===== src/rtl/wb_fir_bridge.sv =====
// wb_fir_bridge: Wishbone-classic slave that turns bus accesses into fir
// AXI-Lite register reads/writes, X stream pushes and Y stream pops.
// ss_tlast is generated locally from the data length snooped on AXI-Lite
// writes to LEN_OFFSET.
// Optional feature macro: WB_FIR_STATUS_EN (read-only status word at 0x88).
module wb_fir_bridge #(
    parameter int unsigned           pADDR_WIDTH = 12,
    parameter int unsigned           pDATA_WIDTH = 32,
    parameter logic [31:0]           BASE_ADDR   = 32'h3000_0000,
    parameter logic [pADDR_WIDTH-1:0] LEN_OFFSET = 12'h010
) (
    input  logic                   axis_clk,
    input  logic                   axis_rst,
    // Wishbone slave
    input  logic                   wbs_cyc_i,
    input  logic                   wbs_stb_i,
    input  logic                   wbs_we_i,
    input  logic [3:0]             wbs_sel_i,
    input  logic [31:0]            wbs_adr_i,
    input  logic [pDATA_WIDTH-1:0] wbs_dat_i,
    output logic                   wbs_ack_o,
    output logic [pDATA_WIDTH-1:0] wbs_dat_o,
    // AXI-Lite write
    output logic                   awvalid,
    input  logic                   awready,
    output logic [pADDR_WIDTH-1:0] awaddr,
    output logic                   wvalid,
    input  logic                   wready,
    output logic [pDATA_WIDTH-1:0] wdata,
    // AXI-Lite read
    output logic                   arvalid,
    input  logic                   arready,
    output logic [pADDR_WIDTH-1:0] araddr,
    input  logic                   rvalid,
    output logic                   rready,
    input  logic [pDATA_WIDTH-1:0] rdata,
    // stream into fir
    output logic                   ss_tvalid,
    output logic [pDATA_WIDTH-1:0] ss_tdata,
    output logic                   ss_tlast,
    input  logic                   ss_tready,
    // stream out of fir
    input  logic                   sm_tvalid,
    input  logic [pDATA_WIDTH-1:0] sm_tdata,
    input  logic                   sm_tlast,
    output logic                   sm_tready
);

    typedef enum logic [2:0] {IDLE, LW, LAR, LR, SSP, SMP, ACK} state_t;

    state_t                 state_q, state_d;
    logic                   awvalid_q, awvalid_d;
    logic                   wvalid_q, wvalid_d;
    logic [pADDR_WIDTH-1:0] addr_q, addr_d;
    logic [pDATA_WIDTH-1:0] wd_q, wd_d;
    logic [pDATA_WIDTH-1:0] rd_q, rd_d;
    logic [pDATA_WIDTH-1:0] len_q, len_d;
    logic [31:0]            xcnt_q, xcnt_d;

    logic       req;
    logic       base_hit;
    logic [7:0] off;
    logic       last_x;

    // Byte selects and the fir's own tlast carry no information for us.
    logic unused_ok;
    assign unused_ok = &{1'b0, wbs_sel_i, sm_tlast};

    assign req      = wbs_cyc_i & wbs_stb_i;
    assign base_hit = (wbs_adr_i[31:8] == BASE_ADDR[31:8]);
    assign off      = wbs_adr_i[7:0];
    // 33-bit compare so a zero length can never match, even when xcnt wraps.
    assign last_x   = (({1'b0, xcnt_q} + 33'd1) == 33'(len_q));

    // Next-state and datapath: one transaction is carried from IDLE to ACK.
    always_comb begin
        state_d   = state_q;
        awvalid_d = awvalid_q;
        wvalid_d  = wvalid_q;
        addr_d    = addr_q;
        wd_d      = wd_q;
        rd_d      = rd_q;
        len_d     = len_q;
        xcnt_d    = xcnt_q;
        case (state_q)
            IDLE: begin
                if (req) begin
                    addr_d  = wbs_adr_i[pADDR_WIDTH-1:0];
                    wd_d    = wbs_dat_i;
                    rd_d    = '0;
                    state_d = ACK;
                    if (base_hit) begin
                        if (!off[7]) begin
                            if (wbs_we_i) begin
                                state_d   = LW;
                                awvalid_d = 1'b1;
                                wvalid_d  = 1'b1;
                            end else begin
                                state_d = LAR;
                            end
                        end else if (off == 8'h80) begin
                            if (wbs_we_i) state_d = SSP;
                        end else if (off == 8'h84) begin
                            if (!wbs_we_i) state_d = SMP;
                        end
`ifdef WB_FIR_STATUS_EN
                        else if (off == 8'h88) begin
                            if (!wbs_we_i)
                                rd_d = pDATA_WIDTH'({sm_tvalid, ss_tready, xcnt_q[29:0]});
                        end
`endif
                    end
                end
            end
            LW: begin
                // Address and data channels complete independently.
                if (awready) awvalid_d = 1'b0;
                if (wready)  wvalid_d  = 1'b0;
                if (!awvalid_d && !wvalid_d) begin
                    state_d = ACK;
                    if (addr_q == LEN_OFFSET) begin
                        len_d  = wd_q;
                        xcnt_d = '0;
                    end
                end
            end
            LAR: begin
                if (arready) state_d = LR;
            end
            LR: begin
                if (rvalid) begin
                    rd_d    = rdata;
                    state_d = ACK;
                end
            end
            SSP: begin
                if (ss_tready) begin
                    if (xcnt_q != 32'hFFFF_FFFF) xcnt_d = xcnt_q + 32'd1;
                    state_d = ACK;
                end
            end
            SMP: begin
                if (sm_tvalid) begin
                    rd_d    = sm_tdata;
                    state_d = ACK;
                end
            end
            ACK: begin
                state_d = IDLE;
            end
            default: begin
                state_d = IDLE;
            end
        endcase
    end

    // State and datapath registers with synchronous reset.
    always_ff @(posedge axis_clk) begin
        if (axis_rst) begin
            state_q   <= IDLE;
            awvalid_q <= 1'b0;
            wvalid_q  <= 1'b0;
            addr_q    <= '0;
            wd_q      <= '0;
            rd_q      <= '0;
            len_q     <= '0;
            xcnt_q    <= '0;
        end else begin
            state_q   <= state_d;
            awvalid_q <= awvalid_d;
            wvalid_q  <= wvalid_d;
            addr_q    <= addr_d;
            wd_q      <= wd_d;
            rd_q      <= rd_d;
            len_q     <= len_d;
            xcnt_q    <= xcnt_d;
        end
    end

    assign awvalid   = awvalid_q;
    assign wvalid    = wvalid_q;
    assign awaddr    = addr_q;
    assign araddr    = addr_q;
    assign wdata     = wd_q;
    assign arvalid   = (state_q == LAR);
    assign rready    = (state_q == LR);
    assign ss_tvalid = (state_q == SSP);
    assign ss_tdata  = (state_q == SSP) ? wd_q : '0;
    assign ss_tlast  = (state_q == SSP) & last_x;
    assign sm_tready = (state_q == SMP);
    assign wbs_ack_o = (state_q == ACK);
    assign wbs_dat_o = (state_q == ACK) ? rd_q : '0;

endmodule


===== config.mk =====
export PLATFORM = sky130hd
export DESIGN_NAME = wb_fir_bridge
export DESIGN_NICKNAME = d
export VERILOG_FILES = /design/src/rtl/wb_fir_bridge.sv
export SDC_FILE = /design/constraint.sdc
export NUM_CORES = 1
export LEC_CHECK = 0
export ABC_AREA = 0
export ABC_CLOCK_PERIOD_IN_PS = 5300
export CAP_MARGIN = 20
export CORE_MARGIN = 1.5
export CORE_UTILIZATION = 49
export DETAILED_ROUTE_END_ITERATION = 10
export PLACE_DENSITY = 0.87
export SYNTH_ARGS = -nofsm -noshare
export SYNTH_HDL_FRONTEND = slang
export SYNTH_SLANG_ARGS = --single-unit

===== constraint.sdc =====
create_clock -name axis_clk -period 5.3 [get_ports axis_clk]
set_input_delay 1.06 -clock axis_clk [delete_from_list [all_inputs] [get_ports axis_clk]]
set_output_delay 1.06 -clock axis_clk [all_outputs]
set_load 0.01 [all_outputs]

# --- After elaboration in Yosys (flattened, before gate mapping) ---
# Index checks and enable logic that the tools add are counted.
totals:
  register_bits: 145
  input_bits: 144
  out_inout_bits: 128
  elab_cells: 83
classes:
  add_sub_neg: 2
  eq_ne: 23
  n_mux: 35
  bitwise_logic: 2
  reduce_logical: 13
op_table:
  columns: ["cell", "count"]
  rows:
  - ["$mux W32", 9]
  - ["$pmux W32 S3", 1]
  - ["$pmux W32 S2", 1]
  - ["$add A32 B1 Y33 const B", 1]
  - ["$eq A33 B32 Y1", 1]
  - ["$add A32 B1 Y32 const B", 1]
  - ["$ne A32 B32 Y1 const B", 1]
  - ["$mux W3", 9]
  - ["$eq A24 B22 Y1 const B", 1]
  - ["$pmux W3 S6", 1]
  - ["$eq A8 B8 Y1 const B", 2]
  - ["$ne A2 B2 Y1 const B", 8]
  - ["$eq A12 B5 Y1 const B", 1]
  - ["$reduce_and A5 Y1", 2]
  - ["$eq A3 B3 Y1 const B", 3]
  - ["$mux W1", 8]
  - ["$mux W2", 4]
  - ["$eq A3 B2 Y1 const B", 2]
  - ["$ne A2 B1 Y1 const B", 3]
  - ["$reduce_and A6 Y1", 1]
  - ["$pmux W1 S2", 2]
  - ["$reduce_and A4 Y1", 1]
  - ["$reduce_bool A2 Y1", 2]
  - ["$eq A3 B1 Y1 const B", 1]
  - ["7 further kinds", 9]

# --- Longest topological paths before layout ---
logic_depth:
  word_depth: 7
  mapped_depth: 10
  depth_no_buf: 7

# --- Worst setup path after synthesis ---
# No wires, ideal clock.
synth_path:
  path_type: "register -> output"
  startpoint: "register xcnt_q[17]"
  endpoint: "output port ss_tlast"
  arrival_ns: 2.603
  required_time_ns: 4.240
  setup_slack_ns: 1.637
  path_stages_with_launch: 9
  n_path_buf: 2
  path_cell_list: "dfxtp_1 -> clkbuf_1 -> nand2_1 -> or4b_1 -> buf_2 -> or3_1 -> a221o_1 -> or4_1 -> nor4_2"
synth_via:
  elab_chain_cells: 3
synth_rtl:
  columns: ["element", "line", "source"]
  rows:
  - ["start, declared", "58", "logic [31:0] xcnt_q, xcnt_d;"]
  - ["start signal, assigned", "176", "xcnt_q <= xcnt_d;"]
  - ["$add A32 B1 Y33", "73", "assign last_x = (({1'b0, xcnt_q} + 33'd1) == 33'(len_q));"]
  - ["$eq A33 B32 Y1", "73", null]
  - ["$and A1 B1 Y1", "189", "assign ss_tlast = (state_q == SSP) & last_x;"]
  - ["end, declared", "40", "output logic ss_tlast,"]
# No other way between the ends.

# --- Worst setup path in the final report ---
layout_path:
  startpoint: "register xcnt_q[0]"
  endpoint: "output port ss_tlast"
# Same word-level chain as after synthesis.

==> reports/results.tsv <==
metric	value	unit
status	completed	
hold_class	reg2reg	
ir_drop	0.229	mV
fmax	199	MHz
cp.arrival	3.96	ns
grt_pass1_wl	38000	um
critPathMaxStageDelay	0.66	ns
grt_max_degree	74	
syn_avg_cell_area	7.67	um2
cp_cell_sequence	ha_1 -> nand4_1 -> or4_1 -> nor4_1 -> xnor2_1 -> nand4_1 -> nor4_2 -> clkdlybuf4s50_1	
ctsResizeCount	0	
ios	272	
cts_max_path_buffers	2	
dr.pass1.iters	5	
fp-row-count	45	
syn_area	0.00756	mm2
fp.coreArea	0.0151	mm2
cts_sinks	145	
wl_per_cell	17.3	um
place_congestion	0.889	
grt_pass1_vias	7547	
endpoint_kind	primary output	
clk_latency	0.42	ns
tritoncts	built	
track_usage	29.5	%
htreeDepth	4	
utilization	72.0	%
io_buffers	266	
setup-tns-final	0	ns
power_density	324	mW/mm2
slowest_stage	or4_1	
die_y	127	um
fp.dieW	127	um
synth_cells	986	
setup_violations	0	
preCtsSetupSlack	0.842	ns
seq_area	0.00290	mm2
postRouteAntennaNets	0	
critPathLaunchType	register	
finalCritPeriodShare	94.6	%
design_power_total	3.53	mW
ys_seq_area_share	38.4	%
synth.distinct_cells	48	
slew_violations	0	
synth_seq_cells	145	
criticalPathCategory	reg2out	
hpwl	17200	um
clock_skew	0.00625	ns
cts_buffers	17	
die_area	0.0162	mm2
route.detailed.drc	0	
cp_common_cell	nand4_1	
avgViaCountPerCell	5.73	
slew_headroom	29.1	%
initial_utilization	49.9	%
drive_above_1_share	5.37	%
cp.required	4.24	ns
grt-ovfl-total	0	
final_common_cell	clkdlybuf4s50_1	
tightest_slew	1.06	ns
fin_crit	5.02	ns
antenna_found_initial	0	
post_cts.repair.setup_buffers	0	
hold_buffers	0	
synthFlopType	dfxtp_1	
cap_violations	0	
finalHoldViolations	0	
nFillCells	1110	
dr.first_iter.drc_count	730	
synth-edff-count	0	
setup_slack	0.284	ns
cts_root_buffer	clkbuf_16	
area_growth	44.1	%
nets	1344	
async_flop_share	0	%
crit_path_max_fanout	9	
syn-num-nets	1131	
multi_input_area	0.00429	mm2
n_antenna_cell	0	
p_leak	3.65	nW
rsz0062_at_grt	no	
routed_wirelength	24200	um
layout_common_cells	265 x clkdlybuf4s50_1, 181 x nand2_1, 145 x dfxtp_1	
ys_warn_count	0	
cts.clk_slew.worst_paths	0.06	ns
vias	8012	
==> metrics by stage <==
stage,area [um2],cells,hold WS (ns)
floorplan,7560,986,0.443
global placement,10200,1368,0.454
detailed placement,10200,1368,0.459
CTS,10900,1399,0.468
global route,10900,1399,0.482
finish,10900,1399,0.467
==> power by group <==
part	internal, mW	switching (mW)	leakage [nW]
clock network	0.918	0.458	0.319
logic	0.393	0.466	2.16
registers	1.21	0.0941	1.18
total	2.52	1.02	3.65
==> flip-flops by register name, summed over array words and instances, names as in the netlist <==
signal,cells
araddr,12
awvalid,1
len_q,32
rd_q,32
state_q,3
wdata,32
wvalid,1
xcnt_q,32
==> final timing paths <==
check | endpoint | slack, ns | cells after the start | startpoint
worst max-delay path | ss_tlast | 0.28 | 8 | xcnt_q[0]
worst min-delay path | len_q[10] | 0.47 | 2 | len_q[10]
worst max register to register | xcnt_q[8] | 2.02 | 8 | xcnt_q[0]
worst min register to register | len_q[10] | 0.47 | 2 | len_q[10]
==> per-layer routing <==
layer	wire (um)	share of wire [%]	global-route usage, %
met5	0	0	0
met4	810	3.3	11.7
met3	1400	5.8	6.41
met2	12300	51	51.8
met1	9670	40	35.3
==> synthesized netlist by cell type, types with 2 or more instances <==
library cell | number | share of area, %
a22oi_1 | 32 | 3.2
o21a_1 | 2 | 0.20
nor2_1 | 50 | 2.5
nor4_1 | 12 | 0.99
a31o_2 | 3 | 0.35
o21ai_0 | 32 | 2.1
clkbuf_1 | 65 | 3.2
nand4_2 | 3 | 0.50
nor4_2 | 4 | 0.66
nand3b_1 | 20 | 2.0
dfxtp_1 | 145 | 38
nand3_1 | 11 | 0.73
o22ai_1 | 3 | 0.25
nand4_1 | 10 | 0.83
a31oi_1 | 2 | 0.17
xnor2_1 | 34 | 3.9
nor4b_1 | 5 | 0.58
or3_1 | 15 | 1.2
buf_2 | 8 | 0.53
and2_1 | 68 | 5.6
nand2_1 | 181 | 9.0
a21oi_1 | 120 | 7.9
or4_1 | 11 | 1.1
o31ai_1 | 2 | 0.20
nor2b_1 | 5 | 0.41
nor3b_1 | 8 | 0.79
buf_4 | 14 | 1.4
nand2b_1 | 3 | 0.25
xor2_1 | 16 | 1.9
nor3_1 | 29 | 1.9
inv_1 | 7 | 0.35
a211oi_1 | 36 | 3.6
and3_1 | 11 | 0.91
and4_1 | 5 | 0.58
==> kinds of logic (layout without fill, tap and decap cells) <==
| family | Yosys count | in the layout | share of synthesized area (%) |
|---|---|---|---|
| multiplexers | 1 | 1 | 0.149 |
| flip-flops | 145 | 145 | 38.4 |
| AO/OA/AOI/OAI | 239 | 239 | 18.8 |
| XOR/XNOR | 50 | 50 | 5.79 |
| adder cells (fa/ha/maj) | 1 | 1 | 0.165 |
| buffers and inverters | 94 | 319 | 5.49 |
| AND/OR/NAND/NOR | 456 | 456 | 31.2 |
==> area by class of cell <==
cell class | count | share of cell area [%]
multi-input combinational | 747 | 39.3
inverter | 7 | 0.241
clock buffer | 22 | 4.35
sequential | 145 | 26.6
tap | 188 | 2.16
timing repair buffer | 281 | 25.4
clock inverter | 9 | 1.86
==> worst max-delay path: cells and delay by family (launching register included) <==
| kind | cells | cell delay (ns) |
|---|---|---|
| xor gates and xnor gates | 1 | 0.21 |
| adders and majority gates | 1 | 0.36 |
| buffers and inverters | 1 | 0.58 |
| DFF | 1 | 0.46 |
| and+or+nand+nor | 5 | 1.91 |
Note: power is estimated with default switching activity, not from simulation.
